--- src/rtl/quad_grant_pkg.sv ---
// Shared types and helpers for the quad grant sink: FSM state encoding,
// grant-ID type, and rail-decoding functions.
package quad_grant_pkg;

  localparam int unsigned NUM_REQ = 4;

  typedef logic [1:0] grant_id_t;

  typedef enum logic [1:0] {
    WAIT_NULL = 2'd0,
    WAIT_DATA = 2'd1,
    HOLD      = 2'd2
  } state_e;

  // Index of the set rail; only meaningful when exactly one rail is high.
  function automatic grant_id_t onehot_to_idx(input logic [NUM_REQ-1:0] oh);
    grant_id_t idx;
    idx = '0;
    for (int unsigned i = 0; i < NUM_REQ; i++) begin
      if (oh[i]) idx = grant_id_t'(i);
    end
    return idx;
  endfunction

  // True when two or more rails are high.
  function automatic logic multi_hot(input logic [NUM_REQ-1:0] v);
    int unsigned n;
    n = 0;
    for (int unsigned i = 0; i < NUM_REQ; i++) begin
      n += 32'(v[i]);
    end
    return (n > 1);
  endfunction

endpackage

--- src/rtl/quad_grant_fifo.sv ---
// Synchronous DEPTH x 2-bit grant-ID FIFO with a registered head.
// Storage plus the head register together hold at most DEPTH entries.
module quad_grant_fifo
  import quad_grant_pkg::*;
#(
  parameter int unsigned DEPTH = 4
) (
  input  logic                     clk,
  input  logic                     init,
  input  logic                     push_i,
  input  grant_id_t                push_id_i,
  input  logic                     pop_i,
  output logic                     valid_o,
  output grant_id_t                id_o,
  output logic [$clog2(DEPTH):0]   level_o,
  output logic                     full_o
);

  localparam int unsigned AW = $clog2(DEPTH);
  localparam int unsigned LW = AW + 1;

  grant_id_t         mem_q [DEPTH];
  logic [AW-1:0]     wr_ptr_q;
  logic [AW-1:0]     rd_ptr_q;
  logic [LW-1:0]     level_q;
  logic              valid_q;
  grant_id_t         id_q;
  logic [LW-1:0]     mem_cnt;
  logic              refill;

  // Head reloads from storage only with entries already stored, so a push
  // into an empty FIFO becomes visible one cycle after the push edge.
  always_comb begin
    mem_cnt = level_q - LW'(valid_q);
    refill  = (mem_cnt != '0) && (!valid_q || pop_i);
  end

  // Storage array write port.
  always_ff @(posedge clk) begin
    if (push_i) mem_q[wr_ptr_q] <= push_id_i;
  end

  // Pointers, occupancy and the registered head.
  always_ff @(posedge clk) begin
    if (init) begin
      wr_ptr_q <= '0;
      rd_ptr_q <= '0;
      level_q  <= '0;
      valid_q  <= 1'b0;
      id_q     <= '0;
    end else begin
      if (push_i) wr_ptr_q <= wr_ptr_q + 1'b1;
      if (refill) begin
        id_q     <= mem_q[rd_ptr_q];
        rd_ptr_q <= rd_ptr_q + 1'b1;
        valid_q  <= 1'b1;
      end else if (pop_i) begin
        valid_q  <= 1'b0;
      end
      level_q <= level_q + LW'(push_i) - LW'(pop_i);
    end
  end

  assign valid_o = valid_q;
  assign id_o    = id_q;
  assign level_o = level_q;
  assign full_o  = (level_q == LW'(DEPTH));

endmodule

--- src/rtl/quad_grant_sink.sv ---
// Clocked consumer for the four-requester NCL arbiter: synchronizes the
// 1-of-4 winner rails, runs the DATA/NULL handshake, and queues grant IDs.
// Optional per-requester grant counters: define QUAD_GRANT_COUNT_EN.
module quad_grant_sink
  import quad_grant_pkg::*;
#(
  parameter int unsigned DEPTH         = 4,
  parameter int unsigned STABLE_CYCLES = 2,
  parameter int unsigned CNT_W         = 16
) (
  input  logic                       clk,
  input  logic                       init,
  input  logic [3:0]                 quad,
  output logic                       quadCOMP,
  output logic                       grant_valid,
  output logic [1:0]                 grant_id,
  input  logic                       grant_ready,
  output logic [$clog2(DEPTH):0]     fifo_level,
  output logic                       err_multi
`ifdef QUAD_GRANT_COUNT_EN
  ,
  output logic [4*CNT_W-1:0]         grant_cnt
`endif
);

  localparam int unsigned SW = $clog2(STABLE_CYCLES + 1);

  if ((DEPTH < 2) || ((DEPTH & (DEPTH - 1)) != 0) || (CNT_W < 1) ||
      (STABLE_CYCLES < 1)) begin : g_bad_params
    $error("quad_grant_sink: illegal parameter set");
  end

  logic [3:0]    meta_q;
  logic [3:0]    sync_q;
  logic [SW-1:0] stab_q;
  state_e        state_q, state_d;
  grant_id_t     hold_q, hold_d;
  logic          err_q, err_d;
  logic          stable;
  logic          pop;
  logic          push;
  grant_id_t     push_id;
  logic          fifo_full;
  logic          not_full;

  // Two-flop synchronizer and run-length of the synchronized value.
  always_ff @(posedge clk) begin
    if (init) begin
      meta_q <= '0;
      sync_q <= '0;
      stab_q <= '0;
    end else begin
      meta_q <= quad;
      sync_q <= meta_q;
      if (meta_q != sync_q) stab_q <= SW'(1);
      else if (stab_q != SW'(STABLE_CYCLES)) stab_q <= stab_q + 1'b1;
    end
  end

  // The incoming sample (meta_q) counts toward the run, so a value is
  // accepted on the same edge that completes STABLE_CYCLES matching samples.
  always_comb begin
    stable   = (meta_q == sync_q) && (stab_q >= SW'(STABLE_CYCLES - 1));
    pop      = grant_valid && grant_ready;
    not_full = !fifo_full || pop;
  end

  // Handshake FSM next-state, push decision and error capture.
  always_comb begin
    state_d = state_q;
    hold_d  = hold_q;
    err_d   = err_q;
    push    = 1'b0;
    push_id = hold_q;
    unique case (state_q)
      WAIT_NULL: begin
        if (stable && (sync_q == '0)) state_d = WAIT_DATA;
      end
      WAIT_DATA: begin
        if (stable && (sync_q != '0)) begin
          if (multi_hot(sync_q)) begin
            err_d   = 1'b1;
            state_d = WAIT_NULL;
          end else if (not_full) begin
            push    = 1'b1;
            push_id = onehot_to_idx(sync_q);
            state_d = WAIT_NULL;
          end else begin
            hold_d  = onehot_to_idx(sync_q);
            state_d = HOLD;
          end
        end
      end
      HOLD: begin
        if (not_full) begin
          push    = 1'b1;
          push_id = hold_q;
          state_d = WAIT_NULL;
        end
      end
      default: state_d = WAIT_NULL;
    endcase
  end

  // FSM state, held index and sticky error flag.
  always_ff @(posedge clk) begin
    if (init) begin
      state_q <= WAIT_NULL;
      hold_q  <= '0;
      err_q   <= 1'b0;
    end else begin
      state_q <= state_d;
      hold_q  <= hold_d;
      err_q   <= err_d;
    end
  end

  assign quadCOMP  = (state_q == WAIT_NULL);
  assign err_multi = err_q;

  quad_grant_fifo #(
    .DEPTH (DEPTH)
  ) u_fifo (
    .clk       (clk),
    .init      (init),
    .push_i    (push),
    .push_id_i (push_id),
    .pop_i     (pop),
    .valid_o   (grant_valid),
    .id_o      (grant_id),
    .level_o   (fifo_level),
    .full_o    (fifo_full)
  );

`ifdef QUAD_GRANT_COUNT_EN
  logic [CNT_W-1:0] cnt_q [NUM_REQ];

  // Saturating per-requester push counters.
  always_ff @(posedge clk) begin
    if (init) begin
      for (int unsigned i = 0; i < NUM_REQ; i++) cnt_q[i] <= '0;
    end else if (push && (cnt_q[push_id] != '1)) begin
      cnt_q[push_id] <= cnt_q[push_id] + 1'b1;
    end
  end

  // Flatten counters onto the output bus.
  always_comb begin
    grant_cnt = '0;
    for (int unsigned i = 0; i < NUM_REQ; i++) grant_cnt[i*CNT_W +: CNT_W] = cnt_q[i];
  end
`endif

endmodule
--- config.mk ---
export PLATFORM = sky130hd
export DESIGN_NAME = quad_grant_sink
export DESIGN_NICKNAME = d
export VERILOG_FILES = /design/src/rtl/quad_grant_pkg.sv /design/src/rtl/quad_grant_fifo.sv /design/src/rtl/quad_grant_sink.sv
export SDC_FILE = /design/constraint.sdc
export NUM_CORES = 1
export LEC_CHECK = 0
export ABC_AREA = 1
export CAP_MARGIN = 30
export CELL_PAD_IN_SITES_DETAIL_PLACEMENT = 1
export CELL_PAD_IN_SITES_GLOBAL_PLACEMENT = 1
export CORE_MARGIN = 3
export CORE_UTILIZATION = 30
export DETAILED_ROUTE_END_ITERATION = 8
export GPL_ROUTABILITY_DRIVEN = 0
export PLACE_DENSITY = 0.56
export SYNTH_ARGS = -nofsm -noshare
export SYNTH_HDL_FRONTEND = slang
export SYNTH_SLANG_ARGS = --single-unit
--- constraint.sdc ---
create_clock -name clk -period 4.5 [get_ports clk]
set_clock_uncertainty 0.1 [all_clocks]
set_input_delay 0.9 -clock clk [delete_from_list [all_inputs] [get_ports clk]]
set_output_delay 0.9 -clock clk [all_outputs]
set_load 0.03 [all_outputs]
== Yosys cells after proc, flatten, opt, wreduce, memory -nomap -nowiden ==
Memories as Yosys holds them, arrays and structs flattened. A register that Yosys moved wholly into a read port is not among the register bits.
Index checks and enable logic that the tools add are counted.
Widths: inputs -> output; s select.

* Input bits: 7
* Memory bits (writable): 8
* Output and inout bits: 8
* Word-level logic and storage cells: 76
* Memories: 1
* Flip-flop bits (word level): 23

{| class="wikitable"
|+ Memories
! memory !! depth !! width !! rd ports !! clocked after Yosys merged registers in !! wr ports !! line !! RTL
|-
| u_fifo.mem_q || 4 || 2 || 1 || 1 || 1 || quad_grant_fifo.sv:22 || <nowiki>grant_id_t mem_q [DEPTH];</nowiki>
|}

* Bitwise gates (word level): 2
* Eq/ne operators: 9
* $add $sub $neg: 9
* Reductions and logical operators: 19
* Multiplexer cells: 23
* Magnitude comparators: 2

{| class="wikitable"
|+ Operators with widths
! cell !! count
|-
| $mux 2 || 11
|-
| $mux 1 || 10
|-
| $add 2x1->2 const B || 3
|-
| $ne 2x2->1 const B || 3
|-
| $pmux 2 s3 || 1
|-
| $reduce_and 3->1 || 2
|-
| $sub 3x1->3 || 2
|-
| $logic_and 1x1->1 || 5
|-
| $add 3x1->4 || 1
|-
| $eq 4x4->1 || 1
|-
| $gt 4x1->1 const B || 1
|-
| $logic_not 4->1 || 1
|-
| $ne 4x4->1 || 1
|-
| $reduce_and 4->1 || 1
|-
| $reduce_bool 2->1 || 2
|-
| $reduce_bool 4->1 || 1
|-
| $add 2x1->3 || 1
|-
| $add 3x1->3 || 1
|-
| $eq 3x3->1 const B || 1
|-
| $reduce_bool 3->1 || 1
|-
| $add 1x1->2 || 1
|-
| $eq 2x1->1 const B || 1
|-
| $eq 2x2->1 const B || 1
|-
| $ge 2x1->1 const B || 1
|-
| other kinds (7) || 10
|}

== Longest topological paths before layout ==
* Word-level depth: 9
* Depth in mapped cells: 17
* Depth with buffers taken out: 17

== Hierarchy ==
A second synthesis with hierarchy kept.

* Cell total of the unflattened synthesis: 226
* Area total of the unflattened synthesis: 1774.2 um2

{| class="wikitable"
|+ By module, submodules not included
! module !! cells each !! area an instance (um2) !! times used
|-
| quad_grant_fifo || 108 || 909.6 || 1
|-
| quad_grant_sink || 118 || 864.6 || 1
|}

== Worst setup path after synthesis ==
No wires, ideal clock.

* Kind: register to register
* Start: reg sync_q[0]
* End: reg u_fifo.level_q[2] (netlist: u_fifo.level_o[2])
* Period minus slack after synthesis: 2553 ps
* Required time: 4281 ps
* Arrival time: 2333 ps
* Cell stages (with the launch flop): 18
* Slack: 1947 ps
* Setup time: 119 ps
* Cells stage by stage: dfxtp_1 -> inv_1 -> fa_1 -> inv_1 -> nand2_1 -> nand2_1 -> inv_1 -> nand2_1 -> nor2_1 -> nand3_2 -> nand2_2 -> nand2_2 -> inv_1 -> ha_1 -> inv_1 -> fa_1 -> o21ai_0 -> a21oi_1

* Longest elaborated chain between the ends: 9

{| class="wikitable"
|+ Ends and longest elaborated chain
! element !! line !! RTL
|-
| from (decl) || quad_grant_sink.sv:34 || <nowiki>logic [3:0] sync_q;</nowiki>
|-
| from (signal assigned) || quad_grant_sink.sv:54 || <nowiki>sync_q <= meta_q;</nowiki>
|-
| $add 1x1->2 || quad_grant_pkg.sv:30 || <nowiki>n += 32'(v[i]);</nowiki>
|-
| $add 2x1->3 || quad_grant_pkg.sv:30 ||
|-
| $add 3x1->4 || quad_grant_pkg.sv:30 ||
|-
| $gt 4x1->1 || quad_grant_pkg.sv:32 || <nowiki>return (n > 1);</nowiki>
|-
| $mux 1 || quad_grant_sink.sv:81 || <nowiki>if (multi_hot(sync_q)) begin</nowiki>
|-
| $mux 1 (*) || quad_grant_sink.sv:80 || <nowiki>if (stable && (sync_q != '0)) begin</nowiki>
|-
| $pmux 1 s2 (*) || quad_grant_sink.sv:75 || <nowiki>unique case (state_q)</nowiki>
|-
| named net push || quad_grant_sink.sv:41 || <nowiki>logic push;</nowiki>
|-
| $add 3x1->3 (*) || quad_grant_fifo.sv:60 || <nowiki>level_q <= level_q + LW'(push_i) - LW'(pop_i);</nowiki>
|-
| $sub 3x1->3 (*) || quad_grant_fifo.sv:60 ||
|-
| to (signal assigned) || quad_grant_fifo.sv:60 ||
|-
| to (decl) || quad_grant_fifo.sv:25 || <nowiki>logic [LW-1:0] level_q;</nowiki>
|}

The timed path passes the listed nets; every way through them passes the cells marked *.
A chain may end at the register's enable or synchronous reset.

== Final worst setup path ==
* Start: in grant_ready
* End: reg u_fifo.level_q[2] (netlist: u_fifo.level_o[2])

* Longest elaborated chain between the ends: 8

{| class="wikitable"
|+ Ends and longest elaborated chain
! element !! line !! RTL
|-
| from (decl) || quad_grant_sink.sv:17 || <nowiki>input logic grant_ready,</nowiki>
|-
| $logic_and 1x1->1 (*) || quad_grant_sink.sv:64 || <nowiki>pop = grant_valid && grant_ready;</nowiki>
|-
| $logic_or 1x1->1 (*) || quad_grant_sink.sv:65 || <nowiki>not_full = !fifo_full || pop;</nowiki>
|-
| $mux 1 (*) || quad_grant_sink.sv:84, quad_grant_sink.sv:95 ||
|-
| $mux 1 || quad_grant_sink.sv:81 ||
|-
| $mux 1 || quad_grant_sink.sv:80 ||
|-
| $pmux 1 s2 (*) || quad_grant_sink.sv:75 ||
|-
| named net push || quad_grant_sink.sv:41 ||
|-
| $add 3x1->3 (*) || quad_grant_fifo.sv:60 ||
|-
| $sub 3x1->3 (*) || quad_grant_fifo.sv:60 ||
|}

Marks and branches as above.

==> summary.md <==
The flow ran to the end, and the final reports show no timing, DRC or antenna violations. The critical path crosses 14 cells after its start point. For the final routed database, the setup TNS stands at 0 ns.

In the global route stage, met2 resource usage came out at 19.5%. In the finished design, the share of the clock period the worst path needs comes to 63.5%. The run gives 0 as the synthesis warning total. The primary flip-flop cell chosen by synthesis mapping is dfxtp_1. Once detailed placement completed, the half-perimeter wirelength came to 2.70 mm. In the final routed layout, each cell accounts on average for 11.1 um.

The tools report the reg-to-reg startpoint as sync_q[0]$_SDFF_PP0_. The run gives 1342 as the number of global-route vias before repair. Grouping stages by cell kind, the critical path spends the most delay in buffers and inverters. The die is 80.4 um wide. In this run the core area contains 26 standard-cell rows. The floorplan die height works out to 80.4 um. Leaving out fill and tap cells, the most frequent cell in the layout is inv_1. The initial core utilization is 31.7%. Switching share of power: 39.1%. Across the VDD grid, the largest voltage drop is 0.162 mV. The power spent charging and discharging nets is 395 uW. The critical path goes through clkdlybuf4s50_1 > nand2_1 > inv_1 > nor3_2 > nor2_1 > nand3_2 > nand2_2 > nand2_2 > inv_1 > ha_1 > inv_1 > fa_1 > o21ai_0 > a21oi_1. After technology mapping, the gate count stands at 211. The total overflow left after global routing is 0.

The tools report the endpoint of the lowest-slack register-to-register path as u_fifo.level_o[2]$_SDFF_PP0_. STA classifies the critical path startpoint as an input port. The type of the most critical hold path was reg2reg.

Summed over all cells, the static leakage comes to 0.000892 uW. The tools report the post-layout net count as 253. The run gives 72.7% as the worst relative slew slack. The post-placement cell count came out at 294.

dfxtp_1 takes more of the synthesized area than any other cell. met2 is the most crowded layer. For this run, the top clock speed supported by timing is 350 MHz.

The tools report the critical path data required time as 4.57 ns. Subtracting the final worst setup slack from the clock period gives 2.86 ns. The count of buffers added on input and output ports is 14.

The first global-routing pass estimated 6.07 mm of wire. In the final layout, flip-flops and latches occupy 741 um^2. For the data arrival time at the worst-slack endpoint, the log shows 2.93 ns. Sequential cells burn 38.8% of the power. The final count of pins violating max slew is 0, and the count of cells resized by post-cts repair is 0. When the netlist entered floorplanning its net count stood at 233. Prior to clock tree synthesis, the placed netlist has a worst setup slack of 1.35 ns.

Setup violations remaining at the end of the flow were counted as 0. TritonCTS built the clock tree. The run gives 0.00524 mm^2 as the area of the placeable core.

The remaining routing DRC violations is 0. The tools report the kind of end point of the critical path as a flip-flop. The all-layer global routing usage was 12.2%. In this run, post-CTS hold repair placed 0 buffers.

The number of iterations in the first detailed-routing pass is 4. Counting flops with a built-in enable in the synthesized netlist gives 8. The clock tree root buffer cell is clkbuf_8. The setup check on the worst reg-to-reg path leaves a slack of 1.67 ns.

In the routed layout, each cell is associated on average with a via count of 4.31. Across the run, the number of max-cap violations was 0. The design draws 1010 uW. The post-CTS repair timing setup buffer count was 0.

The met3 capacity usage during global routing is 4.15%. Of the total power, the clock network draws 21.1%. Cell internal power was estimated by the tool at 616 uW. After clock tree synthesis, the clock-pin slew on the worst setup and hold paths is 0.06 ns. The cell area power density was 512 mW/mm^2; the synthesized area per cell was 7.86 um^2. The fraction of layout instances using a drive strength above 1 is 10.3%. Share of the yosys chip area belonging to registers: 44.6%. The tools report the insertion delay to the later sink of the worst-skew pair as 0.28 ns.

The starting DRC count in detailed routing came out at 34. The total length of routed wires is 3.36 mm. By area the synthesized netlist is led by dfxtp_1 (30%), edfxtp_1 (14%), ha_1 (9.8%).

The run gives 742 um^2 as the footprint of the multi-input gates. In this run, CTS created clock tree buffers numbering 5. The tree built by TritonCTS fans out to 33 sinks. The count of nets left with antenna violations once routing finished came out at 0.

The maximum net fanout on the critical path is 5, and the total buffers and inverters traversed by the critical path is 4. After synthesis, the netlist uses 22 different library cells. The pin count of the biggest net entering global routing is 15. The share of flip-flops with an asynchronous set or reset after synthesis is 0%. The worst setup path is of the in2reg kind. The tools report the total count of hold-check failures in the final report as 0. The worst-margin pin slew is 0.405 ns. The tools report the critical path endpoint as u_fifo.level_o[2]$_SDFF_PP0_. Number of ports placed on the die boundary: 15. Of the post-synthesis cell area, the dominant cell type holds 30.2%. Count of cells along the worst register-to-register path: 17.

Tracing the worst setup path back leads to its startpoint at grant_ready. The tools report the non-filler instance count after layout as 302. Measured on the finished design, the core utilization comes to 37.7%. The area growth from synthesis to layout is 18.9%. The total die area is 0.00646 mm^2. Setup repair after global routing left no endpoint under its margin.

The largest single stage delay on the critical path is 0.48 ns. On the critical path, the stage with the largest delay is an instance of clkdlybuf4s50_1. The synthesis-stage register bit count came out at 33. The library cells used most frequently in the layout, excluding fill and tap cells, are inv_1 (42), nand2_1 (37), nor2_1 (33), dfxtp_1 (25), clkdlybuf4s50_1 (14). Summing every instance area after synthesis gives 0.00166 mm^2. By instance count, the cell type seen most on the critical path is inv_1.

Buffer levels on the longest clock path: 2. Global routing used 15.3% of the available met1 tracks. The number of antenna violations at the first check in global routing was 0; the number of antenna diodes was 0. Across all setup checks in the final design, the least slack found is 1.64 ns. For the combinational group share of total power, the log shows 40.1%. CTS built an H-tree with a depth of 2. The logs give 652 for the fill cell instance count of the final layout and 1301 for the number of vias after detailed routing.
==> area by class of cell <==
type / count / share of cell area (%)
clock buffer: 5 / 3.49
multi-input combinational: 131 / 37.6
clock inverter: 3 / 0.888
tap: 70 / 4.44
sequential: 33 / 37.5
inverter: 45 / 8.56
timing repair buffer: 15 / 7.48
==> tightest hold or removal path, delay by kind of cell (launching register included) <==
kind | cells | cell delay [ns]
buffers and inverters | 1 | 0.07
flip-flops | 1 | 0.31
AND/OR/NAND/NOR | 1 | 0.04
==> stage by stage <==
stage,hold WS (ns),area [um^2]
after floorplan,0.324,1660
after global placement,0.334,1890
after detailed placement,0.347,1890
after CTS,0.360,1970
after global routing,0.380,1970
final,0.357,1970
==> registers in the layout (all words and copies together) (netlist names), 2 cells and up <==
register         cells
u_fifo.mem_q         8
hold_q               2
u_fifo.level_o       3
meta_q               4
u_fifo.rd_ptr_q      2
stab_q               2
u_fifo.id_o          2
u_fifo.wr_ptr_q      2
sync_q               4
state_q              2
==> cell usage after synthesis, types with 2 or more instances <==
master / n
inv_2: 3
nor2_2: 4
clkbuf_1: 2
nor2_1: 33
a31oi_1: 2
ha_1: 13
edfxtp_1: 8
nand4_1: 3
nand3_2: 2
o21ai_0: 12
nand2_1: 37
nand2_2: 4
a21oi_1: 9
inv_1: 42
fa_1: 2
nand3_1: 5
dfxtp_1: 25
==> worst min-delay path by stage <==
| stage | startpoint | to | slack [ns] | cells past startpoint |
|---|---|---|---|---|
| after global placement | meta_q[0]$_SDFF_PP0_ | sync_q[0]$_SDFF_PP0_ | 0.33 | 2 |
| after floorplan | meta_q[1]$_SDFF_PP0_ | sync_q[1]$_SDFF_PP0_ | 0.32 | 2 |
| after CTS | meta_q[0]$_SDFF_PP0_ | sync_q[0]$_SDFF_PP0_ | 0.36 | 2 |
| after detailed placement | meta_q[0]$_SDFF_PP0_ | sync_q[0]$_SDFF_PP0_ | 0.35 | 2 |
| after global routing | meta_q[0]$_SDFF_PP0_ | sync_q[0]$_SDFF_PP0_ | 0.38 | 2 |
| final | meta_q[0]$_SDFF_PP0_ | sync_q[0]$_SDFF_PP0_ | 0.36 | 2 |
==> cell families after synthesis <==
group,share of synthesized area (%)
AO/OA/AOI/OAI,9.20
flip-flops,44.6
buffers and inverters,10.6
adder cells (fa/ha/maj),12.2
AND/OR/NAND/NOR,23.3
==> layer usage <==
layer	vias to the layer above	share of wire [%]
li1	686	-
met1	593	49
met2	17	46
met3	5	4.3
met4	0	1.5
met5	-	0
==> power by group through the flow <==
stage	Clock (uW)	Sequential (uW)	Combinational, uW
after global placement	0	394	400
after global routing	243	399	462
after detailed placement	0	398	413
after CTS	226	392	415
after floorplan	0	435	248
final	213	392	405
Power figures use the tool's default switching activity.
